[config.mk]
export PLATFORM = sky130hd
export DESIGN_NAME = ssp_rx_fifo
export DESIGN_NICKNAME = d
export VERILOG_FILES = /design/src/rtl/ssp_rx_fifo.sv
export SDC_FILE = /design/constraint.sdc
export NUM_CORES = 1
export LEC_CHECK = 0
export CELL_PAD_IN_SITES_DETAIL_PLACEMENT = 2
export CELL_PAD_IN_SITES_GLOBAL_PLACEMENT = 2
export CORE_MARGIN = 4
export CORE_UTILIZATION = 43
export DETAILED_ROUTE_END_ITERATION = 16
export PLACE_DENSITY = 0.88
export SYNTH_ARGS = -nofsm -noshare
export SYNTH_HDL_FRONTEND = slang
export SYNTH_SLANG_ARGS = --single-unit
[constraint.sdc]
create_clock -name PCLK -period 3.5 [get_ports PCLK]
set_input_delay 0.35 -clock PCLK [delete_from_list [all_inputs] [get_ports PCLK]]
set_output_delay 0.35 -clock PCLK [all_outputs]
set_load 0.01 [all_outputs]
[src/rtl/ssp_rx_fifo.sv]
// TI synchronous-serial receiver with frame checking and
// a first-word-fall-through receive FIFO, all in PCLK.
module ssp_rx_fifo #(
  parameter int DATA_W     = 8,
  parameter int FIFO_DEPTH = 8,
  parameter int MSB_FIRST  = 1
) (
  input  logic                          PCLK,
  input  logic                          CLEAR,
  input  logic                          ENABLE,
  input  logic                          SSPCLKIN,
  input  logic                          SSPFSSIN,
  input  logic                          SSPRXD,
  input  logic                          RxREADY,
  input  logic                          OVR_CLR,
  output logic [DATA_W-1:0]             RxDATA,
  output logic                          RxVALID,
  output logic [$clog2(FIFO_DEPTH):0]   FIFO_LEVEL,
  output logic                          OVERRUN,
  output logic                          FRAME_ERR
);

  localparam int AW = $clog2(FIFO_DEPTH);
  localparam int CW = $clog2(DATA_W);
  localparam logic [CW-1:0] LAST = CW'(DATA_W - 1);
  localparam logic [AW:0]   FULL = (AW + 1)'(FIFO_DEPTH);

  typedef enum logic {IDLE, SHIFT} state_t;

  logic [1:0]        clk_s_q;
  logic [1:0]        fss_s_q;
  logic [1:0]        rxd_s_q;
  logic              clk_dly_q;
  logic              pe;
  logic              fss;
  logic              rxd;

  state_t            state_q, state_d;
  logic [CW-1:0]     cnt_q, cnt_d;
  logic [DATA_W-1:0] sh_q, sh_d, sh_in;
  logic              ferr_q, ferr_d;
  logic              push;

  logic [DATA_W-1:0] mem [FIFO_DEPTH];
  logic [AW-1:0]     wr_q, rd_q;
  logic [AW:0]       lvl_q;
  logic              ovr_q;
  logic [DATA_W-1:0] last_q;
  logic              pop;
  logic              full;
  logic              wr_en;

  // Two-flop synchronisers, plus a delay flop for edge detect
  always_ff @(posedge PCLK) begin
    if (CLEAR) begin
      clk_s_q   <= '0;
      fss_s_q   <= '0;
      rxd_s_q   <= '0;
      clk_dly_q <= 1'b0;
    end else begin
      clk_s_q   <= {clk_s_q[0], SSPCLKIN};
      fss_s_q   <= {fss_s_q[0], SSPFSSIN};
      rxd_s_q   <= {rxd_s_q[0], SSPRXD};
      clk_dly_q <= clk_s_q[1];
    end
  end

  assign pe  = clk_s_q[1] & ~clk_dly_q;
  assign fss = fss_s_q[1];
  assign rxd = rxd_s_q[1];

  // Word as it would look after taking the current bit
  always_comb begin
    sh_in = '0;
    if (MSB_FIRST != 0) sh_in = {sh_q[DATA_W-2:0], rxd};
    else                sh_in = {rxd, sh_q[DATA_W-1:1]};
  end

  // FSM state register
  always_ff @(posedge PCLK) begin
    if (CLEAR) state_q <= IDLE;
    else       state_q <= state_d;
  end

  // FSM next state, advanced only on SSPCLKIN rising edges
  always_comb begin
    state_d = state_q;
    if (!ENABLE) begin
      state_d = IDLE;
    end else if (pe) begin
      unique case (state_q)
        IDLE:  if (fss) state_d = SHIFT;
        SHIFT: if (cnt_q == LAST && !fss) state_d = IDLE;
      endcase
    end
  end

  // FSM outputs: bit counter, shifter, push and abort strobes
  always_comb begin
    cnt_d  = cnt_q;
    sh_d   = sh_q;
    push   = 1'b0;
    ferr_d = 1'b0;
    if (!ENABLE) begin
      cnt_d = '0;
      sh_d  = '0;
    end else if (pe) begin
      unique case (state_q)
        IDLE: begin
          if (fss) begin
            cnt_d = '0;
            sh_d  = '0;
          end
        end
        SHIFT: begin
          if (cnt_q == LAST) begin
            push  = 1'b1;
            cnt_d = '0;
            sh_d  = '0;
          end else if (fss) begin
            ferr_d = (cnt_q != '0);
            cnt_d  = '0;
            sh_d   = '0;
          end else begin
            sh_d  = sh_in;
            cnt_d = cnt_q + CW'(1);
          end
        end
      endcase
    end
  end

  // Receive datapath registers
  always_ff @(posedge PCLK) begin
    if (CLEAR) begin
      cnt_q  <= '0;
      sh_q   <= '0;
      ferr_q <= 1'b0;
    end else begin
      cnt_q  <= cnt_d;
      sh_q   <= sh_d;
      ferr_q <= ferr_d;
    end
  end

  assign pop   = RxVALID & RxREADY;
  assign full  = (lvl_q == FULL);
  assign wr_en = push & (~full | pop);

  // FIFO storage; contents need no reset
  always_ff @(posedge PCLK) begin
    if (wr_en) mem[wr_q] <= sh_in;
  end

  // FIFO pointers, level, sticky overrun and last-popped word
  always_ff @(posedge PCLK) begin
    if (CLEAR) begin
      wr_q   <= '0;
      rd_q   <= '0;
      lvl_q  <= '0;
      ovr_q  <= 1'b0;
      last_q <= '0;
    end else begin
      if (wr_en) wr_q <= wr_q + AW'(1);
      if (pop) begin
        rd_q   <= rd_q + AW'(1);
        last_q <= mem[rd_q];
      end
      if (wr_en && !pop)      lvl_q <= lvl_q + (AW + 1)'(1);
      else if (!wr_en && pop) lvl_q <= lvl_q - (AW + 1)'(1);
      if (push && full && !pop) ovr_q <= 1'b1;
      else if (OVR_CLR)         ovr_q <= 1'b0;
    end
  end

  assign RxVALID    = (lvl_q != '0);
  assign RxDATA     = RxVALID ? mem[rd_q] : last_q;
  assign FIFO_LEVEL = lvl_q;
  assign OVERRUN    = ovr_q;
  assign FRAME_ERR  = ferr_q;

endmodule

==> results.sh, run 1 <==
export IMPL_avgViaCountPerCell=5.42
export IMPL_cts_htree_levels=3
export IMPL_die_h_um=106
export IMPL_rsz0062_at_grt="false"
export IMPL_fin_setup_tns_ns=0
export IMPL_grt_use_total_pct=19.5
export IMPL_crit_top_cell="ha_1"
export IMPL_use_met3_pct=4.13
export IMPL_yosys_warnings=0
export IMPL_cts_buffer_depth=2
export IMPL_ys_top_cells_by_area="edfxtp_1 (46%), dfxtp_1 (20%), mux4_2 (8.7%)"
export IMPL_ff2ff_setup_slack_ns=0.20
export IMPL_clockRootBuffer="clkbuf_8"
export IMPL_wl_per_cell_um=23.9
export IMPL_crit_family="compound AO/OA/AOI/OAI gates"
export IMPL_cp_num_buf_inv=1
export IMPL_pin_count=23
export IMPL_crit_type="register to register"
export IMPL_cpMaxStageDelayCell="a311oi_4"
export IMPL_cap_violations=0
export IMPL_ys_types=39
export IMPL_post_cts_setup_buffer_count=0
export IMPL_skew_ns=0.0155
export IMPL_core_mm2=0.00933
export IMPL_gp_congestion=0.747
export IMPL_synth_area_mm2=0.00416
export IMPL_cp_end_kind="register"
export IMPL_first_iter_violations=107
export IMPL_power_leakage_nw=1.52
export IMPL_antenna_found_initial=0
export IMPL_grt_pass1_vias=2620
export IMPL_maxSlewHeadroom_pct=41.9
export IMPL_cts_repair_resized=0
export IMPL_post_place_ws_ns=0.263
export IMPL_tightest_slew_ns=0.870
export IMPL_yosys_register_bits=105
export IMPL_synth_top_area_share_pct=46.2
export IMPL_layout_common_cells="edfxtp_1 (64), nor2_1 (42), dfxtp_1 (41)"
export IMPL_synth_top_flop_cell="edfxtp_1"
export IMPL_finish_utilization_pct=50.1
export IMPL_vias=2370
export IMPL_die_area_mm2=0.0113
export IMPL_die_w_um=106
export IMPL_async_flop_share_pct=0
export IMPL_drc=0
export IMPL_syn_to_final_growth_pct=12.3
export IMPL_hold_viol=0
export IMPL_initial_core_util_pct=44.6
export IMPL_fmax_ghz=0.303
export IMPL_cts_tree="built"
export IMPL_hold_buffers=0
export IMPL_ant_nets=0
export IMPL_met2_usage_pct=34.3
export IMPL_cts_reportedPaths_clkPinSlew_ns=0.11
export IMPL_critPathLaunchType="register"
export IMPL_dp_hpwl_mm=7.33
export IMPL_total_power_w=0.00342
export IMPL_antenna_cells=0
export IMPL_gr_usage_met1_pct=23.1
export IMPL_timing_hold_ws_ns=0.459
export IMPL_layout_commonest_cell="edfxtp_1"
export IMPL_hold_class="register to register"
export IMPL_grt_busiest_layer="met2"
export IMPL_drive_above_1_share_pct=15.6
export IMPL_finalMaxSlewViolations=0
export IMPL_grt_pass1_wl_mm=16.1
export IMPL_yosysSeqAreaShare_pct=65.9
export IMPL_critPathMaxFanout=7
export IMPL_drt_total_wl_mm=10.5
export IMPL_syn_nets=297
export IMPL_fin_crit_sh_pct=94.4
export IMPL_io_buffers=22
export IMPL_peakVddDrop_mv=0.389
export IMPL_avgSynthCellArea_um2=14.9
export IMPL_status="completed"
export IMPL_num_rows=35
export IMPL_yosysTopAreaCell="edfxtp_1"
export IMPL_worstPathCellList="ha_1 -> ha_1 -> nand2_1 -> a311oi_4 -> ha_1 -> inv_1 -> ha_1 -> a21oi_1 -> a211oi_1 -> a31oi_1 -> mux2_2"
export IMPL_powerDensity_mw_per_mm2=733
export IMPL_critPathMaxStageDelay_ns=0.44
export IMPL_min_period_ns=3.30
export IMPL_clock_latency_ns=0.37
export IMPL_crit_arrival_ns=3.57
export IMPL_cp_data_required_time_ns=3.77
export IMPL_grt_max_degree=30
export IMPL_grt_overflow=0
export IMPL_final_nets=320
export IMPL_clock_sinks=105
export IMPL_synthCells=280
export IMPL_first_pass_iters=4
export IMPL_synth_edf_count=64
export IMPL_setup_viol=0
export IMPL_cts_buffers=9
export IMPL_setup_slack_ns=0.197
==> logic make-up (layout without fill, tap and decap cells) <==
group / Yosys count / count (layout) / synth area share (%)
and+or+nand+nor: 74 / 74 / 9.38
AOI/OAI and AO/OA: 38 / 38 / 6.62
adders and majority gates: 9 / 9 / 2.89
xor gates and xnor gates: 5 / 5 / 1.05
muxes: 28 / 28 / 11.6
buffers and inverters: 21 / 49 / 2.56
DFF: 105 / 105 / 65.9
==> per-stage QoR <==
step           std cells  cell area, µm²
2_1_floorplan        280            4160
3_5_place_dp         421            4500
6_report             437            4670
5_1_grt              437            4670
4_1_cts              437            4670
3_3_place_gp         421            4500
==> flip-flops by register name, indices dropped and copies added, names as in the netlist, 2 cells and up, named ones only <==
name / flops
mem: 64
last_q: 8
sh_q: 7
FIFO_LEVEL: 4
cnt_q: 3
rd_q: 3
wr_q: 3
clk_s_q: 2
fss_s_q: 2
rxd_s_q: 2
==> power by group <==
part / leakage (nW) / switching (W) / internal, W / total [W]
Combinational: 0.534 / 0.000617 / 0.000587 / 0.00120
Sequential: 0.892 / 0.000123 / 0.00139 / 0.00151
Clock: 0.0892 / 0.000444 / 0.000266 / 0.000710
Total: 1.52 / 0.00118 / 0.00224 / 0.00342
==> Yosys cell counts, types with 2 or more instances <==
master,count
mux4_2,16
a21oi_1,12
buf_6,3
nand2_1,6
a22oi_1,10
dfxtp_1,41
xnor2_1,3
buf_2,3
a211oi_1,9
xor2_1,2
buf_1,4
nor3_2,2
mux2i_1,11
nor3_1,2
nor2_1,42
nor3b_2,4
ha_1,8
nor2b_1,10
inv_1,6
clkbuf_1,4
edfxtp_1,64
==> metal layers <==
metal	routed length [µm]	vias up
met4	333	0
met2	5450	48
li1	-	1087
met5	0	-
met3	305	19
met1	4360	1216
==> path summary, 6_finish.rpt <==
check / to / cells after the start / start
worst max-delay path: FIFO_LEVEL[3]$_SDFFE_PP0P_ / 11 / cnt_q[1]$_SDFFE_PP0P_
worst min-delay path: clk_s_q[1]$_SDFF_PP0_ / 1 / clk_s_q[0]$_SDFF_PP0_
worst max register to register: FIFO_LEVEL[3]$_SDFFE_PP0P_ / 11 / cnt_q[1]$_SDFFE_PP0P_
worst min register to register: clk_s_q[1]$_SDFF_PP0_ / 1 / clk_s_q[0]$_SDFF_PP0_
==> worst reg2reg max path, delay by kind of cell, from the launching register on <==
kind / cells / cell delay [ns]
AOI/OAI and AO/OA: 4 / 1.15
adders and majority gates: 4 / 1.04
buffers and inverters: 1 / 0.13
DFF: 1 / 0.38
muxes: 1 / 0.35
and+or+nand+nor: 1 / 0.15
==> area by class of cell <==
class / count / area, µm²
fill: 857 / 4650
inverter: 6 / 22.5
sequential: 105 / 2740
timing repair buffer: 27 / 258
clock buffer: 9 / 124
tap: 129 / 161
clock inverter: 7 / 53.8
multi-input combinational: 154 / 1310
No activity file was read; power rests on OpenSTA's default activity.
==> inputs of run 2 (changes only) <==
--- a/config.mk
+++ b/config.mk
@@ -8,9 +8,9 @@
 export CELL_PAD_IN_SITES_DETAIL_PLACEMENT = 2
 export CELL_PAD_IN_SITES_GLOBAL_PLACEMENT = 2
 export CORE_MARGIN = 4
-export CORE_UTILIZATION = 43
+export CORE_UTILIZATION = 45
 export DETAILED_ROUTE_END_ITERATION = 16
-export PLACE_DENSITY = 0.88
+export PLACE_DENSITY = 0.92
 export SYNTH_ARGS = -nofsm -noshare
 export SYNTH_HDL_FRONTEND = slang
 export SYNTH_SLANG_ARGS = --single-unit
==> constraint.sdc (replaced) <==
create_clock -name PCLK -period 4.3 [get_ports PCLK]
set_input_delay 0.86 -clock PCLK [delete_from_list [all_inputs] [get_ports PCLK]]
set_output_delay 0.86 -clock PCLK [all_outputs]
set_load 0.01 [all_outputs]
==> run 2 against run 1 <==
Effect of this change: core utilization up 2.6 points; clock power decreased by 17%; flip-flop and latch count is the same; clock skew increased by 0.00095 ns; first-iteration DRC count fell by 0.93%; sequential share of layout area is 0.17 points higher; worst setup slack gained 0.65 ns; power is 19% lower; largest cell class unchanged.
==> results.sh, run 2 (synthesized netlist as in run 1, its figures left out) <==
export IMPL_cp_end_kind="output pin"
export IMPL_placed_cell_area_mm2=0.00447
export IMPL_crit_type="register to output pin"
export IMPL_crit_reg2reg_launch="cnt_q[1]$_SDFFE_PP0P_"
export IMPL_layout_commonest_cell="edfxtp_1"
export IMPL_cts_buffer_depth=2
export IMPL_fin_cells=416
export IMPL_worst_r2r_path_depth=11
export IMPL_clockRootBuffer="clkbuf_8"
export IMPL_io_buffers=22
export IMPL_grt_pass1_wl_mm=15.8
export IMPL_avgViaCountPerCell=5.76
export IMPL_final_nets=320
export IMPL_first_iter_violations=106
export IMPL_critPathMaxStageDelay_ns=0.88
export IMPL_cp_num_buf_inv=1
export IMPL_hold_depth=1
export IMPL_largestRegisters="mem: 64 flops, last_q: 8 flops, sh_q: 7 flops"
export IMPL_maxSlewHeadroom_pct=39.3
export IMPL_status="completed"
export IMPL_total_power_w=0.00278
export IMPL_num_rows=34
export IMPL_cp_data_required_time_ns=3.44
export IMPL_initial_core_util_pct=47.0
export IMPL_wl_per_cell_um=23.0
export IMPL_finalMaxSlewViolations=0
export IMPL_worstPathCellList="mux4_2 -> mux2i_1 -> a21oi_1 -> clkdlybuf4s50_1"
export IMPL_hold_viol=0
export IMPL_dp_cells=400
export IMPL_fmax_ghz=0.289
export IMPL_core_mm2=0.00885
export IMPL_skew_ns=0.0164
export IMPL_ff2ff_setup_slack_ns=1.32
export IMPL_clock_sinks=105
export IMPL_grt_max_degree=30
export IMPL_ant_nets=0
export IMPL_cts_tree="built"
export IMPL_rsz0062_at_grt="false"
export IMPL_die_area_mm2=0.0108
export IMPL_first_pass_iters=4
export IMPL_drive_above_1_share_pct=15.6
export IMPL_cts_htree_levels=3
export IMPL_crit_family="flip-flops"
export IMPL_vias=2398
export IMPL_critPathLaunchType="register"
export IMPL_hold_path_end="clk_s_q[1]$_SDFF_PP0_"
export IMPL_cts_buffers=9
export IMPL_hold_buffers=0
export IMPL_powerDensity_mw_per_mm2=596
export IMPL_clock_latency_ns=0.37
export IMPL_timing_rr_end="FIFO_LEVEL[3]$_SDFFE_PP0P_"
export IMPL_gp_congestion=0.741
export IMPL_tightest_slew_ns=0.907
export IMPL_die_w_um=104
export IMPL_fin_crit_sh_pct=80.4
export IMPL_cpMaxStageDelayCell="dfxtp_1"
export IMPL_grt_pass1_vias=2654
export IMPL_grt_use_total_pct=19.0
export IMPL_grt_overflow=0
export IMPL_post_cts_setup_buffer_count=0
export IMPL_cts_repair_resized=0
export IMPL_min_period_ns=3.46
export IMPL_hold_class="register to register"
export IMPL_cts_reportedPaths_clkPinSlew_ns=0.11
export IMPL_crit_arrival_ns=2.60
export IMPL_antenna_found_initial=0
export IMPL_antenna_cells=0
export IMPL_largest_reg_flops=64
export IMPL_critPathMaxFanout=16
export IMPL_syn_to_final_growth_pct=12.0
export IMPL_drc=0
export IMPL_die_h_um=104
export IMPL_peakVddDrop_mv=0.257
export IMPL_final_cell_area_mm2=0.00466
export IMPL_layout_common_cells="edfxtp_1 (64), nor2_1 (42), dfxtp_1 (41)"
export IMPL_cap_violations=0
export IMPL_setup_viol=0
export IMPL_pin_count=23
export IMPL_fin_setup_tns_ns=0
export IMPL_drt_total_wl_mm=9.57
export IMPL_dp_hpwl_mm=6.59
export IMPL_power_leakage_nw=1.52
export IMPL_min_from="clk_s_q[0]$_SDFF_PP0_"
export IMPL_top_register="mem"
export IMPL_cp_depth=4
run 2: cell types whose count changed in the layout (fill, tap and decap cells not counted), sizes merged:
cell	delta
clkbuf	+1
clkinv	-1
clkinvlp	-1
inv	+1
run 2: stage by stage:
| step | hold WS, ns | util, % | setup slack [ns] |
|---|---|---|---|
| 6_report | 0.465 | 52.7 | 0.843 |
| 5_1_grt | 0.480 | 52.7 | 0.682 |
| 4_1_cts | 0.471 | 52.7 | 0.812 |
| 3_5_place_dp | 0.447 | 50.5 | 0.739 |
| 3_3_place_gp | 0.421 | 50.5 | 0.851 |
| 2_1_floorplan | 0.414 | - | 1.48 |
run 2: layout make-up:
type                    count  area (µm²)
clock buffers              10         128
clock inverters             6        62.6
fillers                   807        4190
inverters                   6        22.5
multi-input cells         154        1310
flip-flops and latches    105        2740
well taps                 108         135
repair buffers             27         258
run 2: worst register-to-register path, cell delays in order, from the launching register on:
cell      delay [ns]
dfxtp_1         0.37
ha_1            0.15
ha_1            0.23
nand2_1         0.15
a311oi_4        0.46
ha_1            0.26
inv_1           0.10
ha_1            0.34
a21oi_1         0.21
a211oi_1        0.10
a31oi_1         0.16
mux2_2          0.35
run 2: how the worst max path moves through the flow:
stage / slack [ns] / to
5_1_grt: 0.68 / RxDATA[5]
3_5_place_dp: 0.74 / FIFO_LEVEL[3]$_SDFFE_PP0P_
6_report: 0.84 / RxDATA[5]
4_1_cts: 0.81 / RxDATA[5]
3_3_place_gp: 0.85 / FIFO_LEVEL[3]$_SDFFE_PP0P_
2_1_floorplan: 1.48 / FIFO_LEVEL[3]$_SDFFE_PP0P_
run 2: where the power goes:
part           switching [W]  internal, W
clock network       0.000364     0.000227
registers           0.000102      0.00113
logic               0.000480     0.000475
run 2: layer usage:
| layer | part of all wire [%] | GRT usage, % | up-vias |
|---|---|---|---|
| met5 | 0 | 0 | - |
| met4 | 1.5 | 5.89 | 0 |
| li1 | - | - | 1084 |
| met1 | 46 | 24.7 | 1253 |
| met2 | 50 | 32.3 | 45 |
| met3 | 2.2 | 3.54 | 16 |
==> inputs of run 3 (changes only) <==
--- a/config.mk
+++ b/config.mk
@@ -8,9 +8,9 @@
 export CELL_PAD_IN_SITES_DETAIL_PLACEMENT = 2
 export CELL_PAD_IN_SITES_GLOBAL_PLACEMENT = 2
 export CORE_MARGIN = 4
-export CORE_UTILIZATION = 45
+export CORE_UTILIZATION = 39
 export DETAILED_ROUTE_END_ITERATION = 16
-export PLACE_DENSITY = 0.92
+export PLACE_DENSITY = 0.85
 export SYNTH_ARGS = -nofsm -noshare
 export SYNTH_HDL_FRONTEND = slang
 export SYNTH_SLANG_ARGS = --single-unit
==> constraint.sdc (replaced) <==
create_clock -name PCLK -period 2.8 [get_ports PCLK]
set_input_delay 0.56 -clock PCLK [delete_from_list [all_inputs] [get_ports PCLK]]
set_output_delay 0.56 -clock PCLK [all_outputs]
set_load 0.01 [all_outputs]
==> run 3 against run 2 <==
Effect of this change: cell count rose by 9.9%; sequential share of layout area is 2.0 points lower; largest cell class unchanged; critical endpoint is now RxDATA[2]; count of clock-buffer cells in the layout unchanged; design area increased by 3.6%; non-clock buffer count grew 13; sequential power grew 53%; critical path depth up 1; combinational power grew 51%; global-route usage shrank 2.3 points; clock power increased by 42%; core utilization down 6.1 points; worst setup slack got worse by 0.71 ns.
==> results.sh, run 3 (synthesized netlist as in run 1, its figures left out) <==
export IMPL_die_h_um=111
export IMPL_num_rows=37
export IMPL_fin_crit_sh_pct=95.2
export IMPL_power_leakage_nw=1.61
export IMPL_critPathLaunchType="register"
export IMPL_largest_reg_flops=64
export IMPL_largestRegisters="mem: 64 flops, last_q: 8 flops, sh_q: 7 flops"
export IMPL_first_pass_iters=4
export IMPL_cts_buffer_depth=2
export IMPL_fmax_ghz=0.375
export IMPL_hold_class="register to register"
export IMPL_min_period_ns=2.67
export IMPL_setup_viol=0
export IMPL_rsz0062_at_grt="false"
export IMPL_gp_congestion=0.698
export IMPL_powerDensity_mw_per_mm2=860
export IMPL_setup_slack_ns=0.134
export IMPL_critPathMaxFanout=16
export IMPL_drt_total_wl_mm=9.70
export IMPL_post_place_ws_ns=-0.204
export IMPL_post_cts_setup_buffer_count=0
export IMPL_hold_viol=0
export IMPL_skew_ns=0.0155
export IMPL_cts_reportedPaths_clkPinSlew_ns=0.10
export IMPL_fin_cells=457
export IMPL_layout_commonest_cell="edfxtp_1"
export IMPL_internal_power_w=0.00275
export IMPL_clkPwrFrac_pct=20.1
export IMPL_ant_nets=0
export IMPL_avgViaCountPerCell=5.27
export IMPL_vias=2410
export IMPL_wl_per_cell_um=21.2
export IMPL_antenna_found_initial=0
export IMPL_clock_sinks=105
export IMPL_antenna_cells=0
export IMPL_hold_buffers=0
export IMPL_grt_max_degree=29
export IMPL_die_area_mm2=0.0124
export IMPL_grt_pass1_wl_mm=15.7
export IMPL_drive_above_1_share_pct=22.7
export IMPL_dp_cells=441
export IMPL_first_iter_violations=88
export IMPL_grt_overflow=0
export IMPL_cap_violations=0
export IMPL_grt_pass1_vias=2716
export IMPL_core_mm2=0.0104
export IMPL_initial_core_util_pct=40.1
export IMPL_p_sw_w=0.00140
export IMPL_ff2ff_setup_slack_ns=0.20
export IMPL_io_buffers=22
export IMPL_dp_hpwl_mm=7.19
export IMPL_tightest_slew_ns=0.758
export IMPL_maxSlewHeadroom_pct=49.2
export IMPL_power_switching_share_pct=33.8
export IMPL_top_register="mem"
export IMPL_crit_type="register to output pin"
export IMPL_cts_tree="built"
export IMPL_cp_data_required_time_ns=2.24
export IMPL_cts_htree_levels=3
export IMPL_crit_arrival_ns=2.11
export IMPL_status="completed"
export IMPL_drc=0
export IMPL_layout_common_cells="edfxtp_1 (64), nor2_1 (42), dfxtp_1 (39)"
export IMPL_finalMaxSlewViolations=0
export IMPL_die_w_um=111
export IMPL_clockRootBuffer="clkbuf_8"
export IMPL_clock_latency_ns=0.37
export IMPL_cp_end_kind="output pin"
export IMPL_combPwrFrac_pct=34.6
export IMPL_syn_to_final_growth_pct=16.1
export IMPL_grt_use_total_pct=16.7
export IMPL_pin_count=23
export IMPL_peakVddDrop_mv=0.333
export IMPL_cts_buffers=9
export IMPL_final_nets=333
export IMPL_power_frac_seq_pct=45.3
[run 3: stage by stage]
step / area, µm² / power, W / TNS (ns) / hold WS, ns / utilization [%]
final: 4830 / 0.00415 / 0 / 0.451 / 46.6
after global routing: 4830 / 0.00444 / 0 / 0.472 / 46.6
after CTS: 4800 / 0.00418 / 0 / 0.458 / 46.2
after detailed placement: 4610 / 0.00344 / -0.345 / 0.438 / 44.5
after global placement: 4610 / 0.00333 / -0.0457 / 0.419 / 44.5
after floorplan: 4160 / 0.00276 / 0 / 0.414 / -
[run 3: layout make-up]
cell class | count | area (µm²)
fill | 1015 | 5540
multi-input combinational | 154 | 1360
timing repair buffer | 40 | 358
tap | 136 | 170
clock inverter | 6 | 41.3
clock buffer | 10 | 128
sequential | 105 | 2750
inverter | 6 | 22.5
[run 3: metal layers]
layer  vias up  share of wire (%)  GRT usage, %
met5         -                  0             0
met4         0                1.7          5.43
met3        16                2.5          2.95
met2        40                 53          29.6
met1      1243                 43          20.6
li1       1111                  -             -
[run 3: power groups by stage]
stage / sequential (W) / clock, W / combinational (W)
CTS: 0.00188 / 0.000863 / 0.00144
finish: 0.00188 / 0.000835 / 0.00144
floorplan: 0.00186 / 0 / 0.000900
global route: 0.00191 / 0.000931 / 0.00160
global placement: 0.00189 / 0 / 0.00144
detailed placement: 0.00191 / 0 / 0.00153
[run 3: worst max-delay path, cell delays in order, from the launching register on]
cell,delay [ns]
dfxtp_1,0.37
buf_12,0.19
mux4_2,0.56
mux2i_2,0.22
a21oi_1,0.10
dlygate4sd2_1,0.29
[run 3: repair_timing]
| action | CTS | global route |
|---|---|---|
| setup endpoints to repair | 9 | 3 |
| endpoints found under the hold margin | 0 | 0 |
| resized for setup | 14 | 9 |
| gates cloned | 0 | 0 |
[run 3: path summary, 6_finish.rpt]
path / start / end / cells after the start
max: register / RxDATA[2] / 5
min: fss_s_q[0]$_SDFF_PP0_ / fss_s_q[1]$_SDFF_PP0_ / 1
max reg2reg: cnt_q[1]$_SDFFE_PP0P_ / FIFO_LEVEL[3]$_SDFFE_PP0P_ / 12
min reg2reg: fss_s_q[0]$_SDFF_PP0_ / fss_s_q[1]$_SDFF_PP0_ / 1
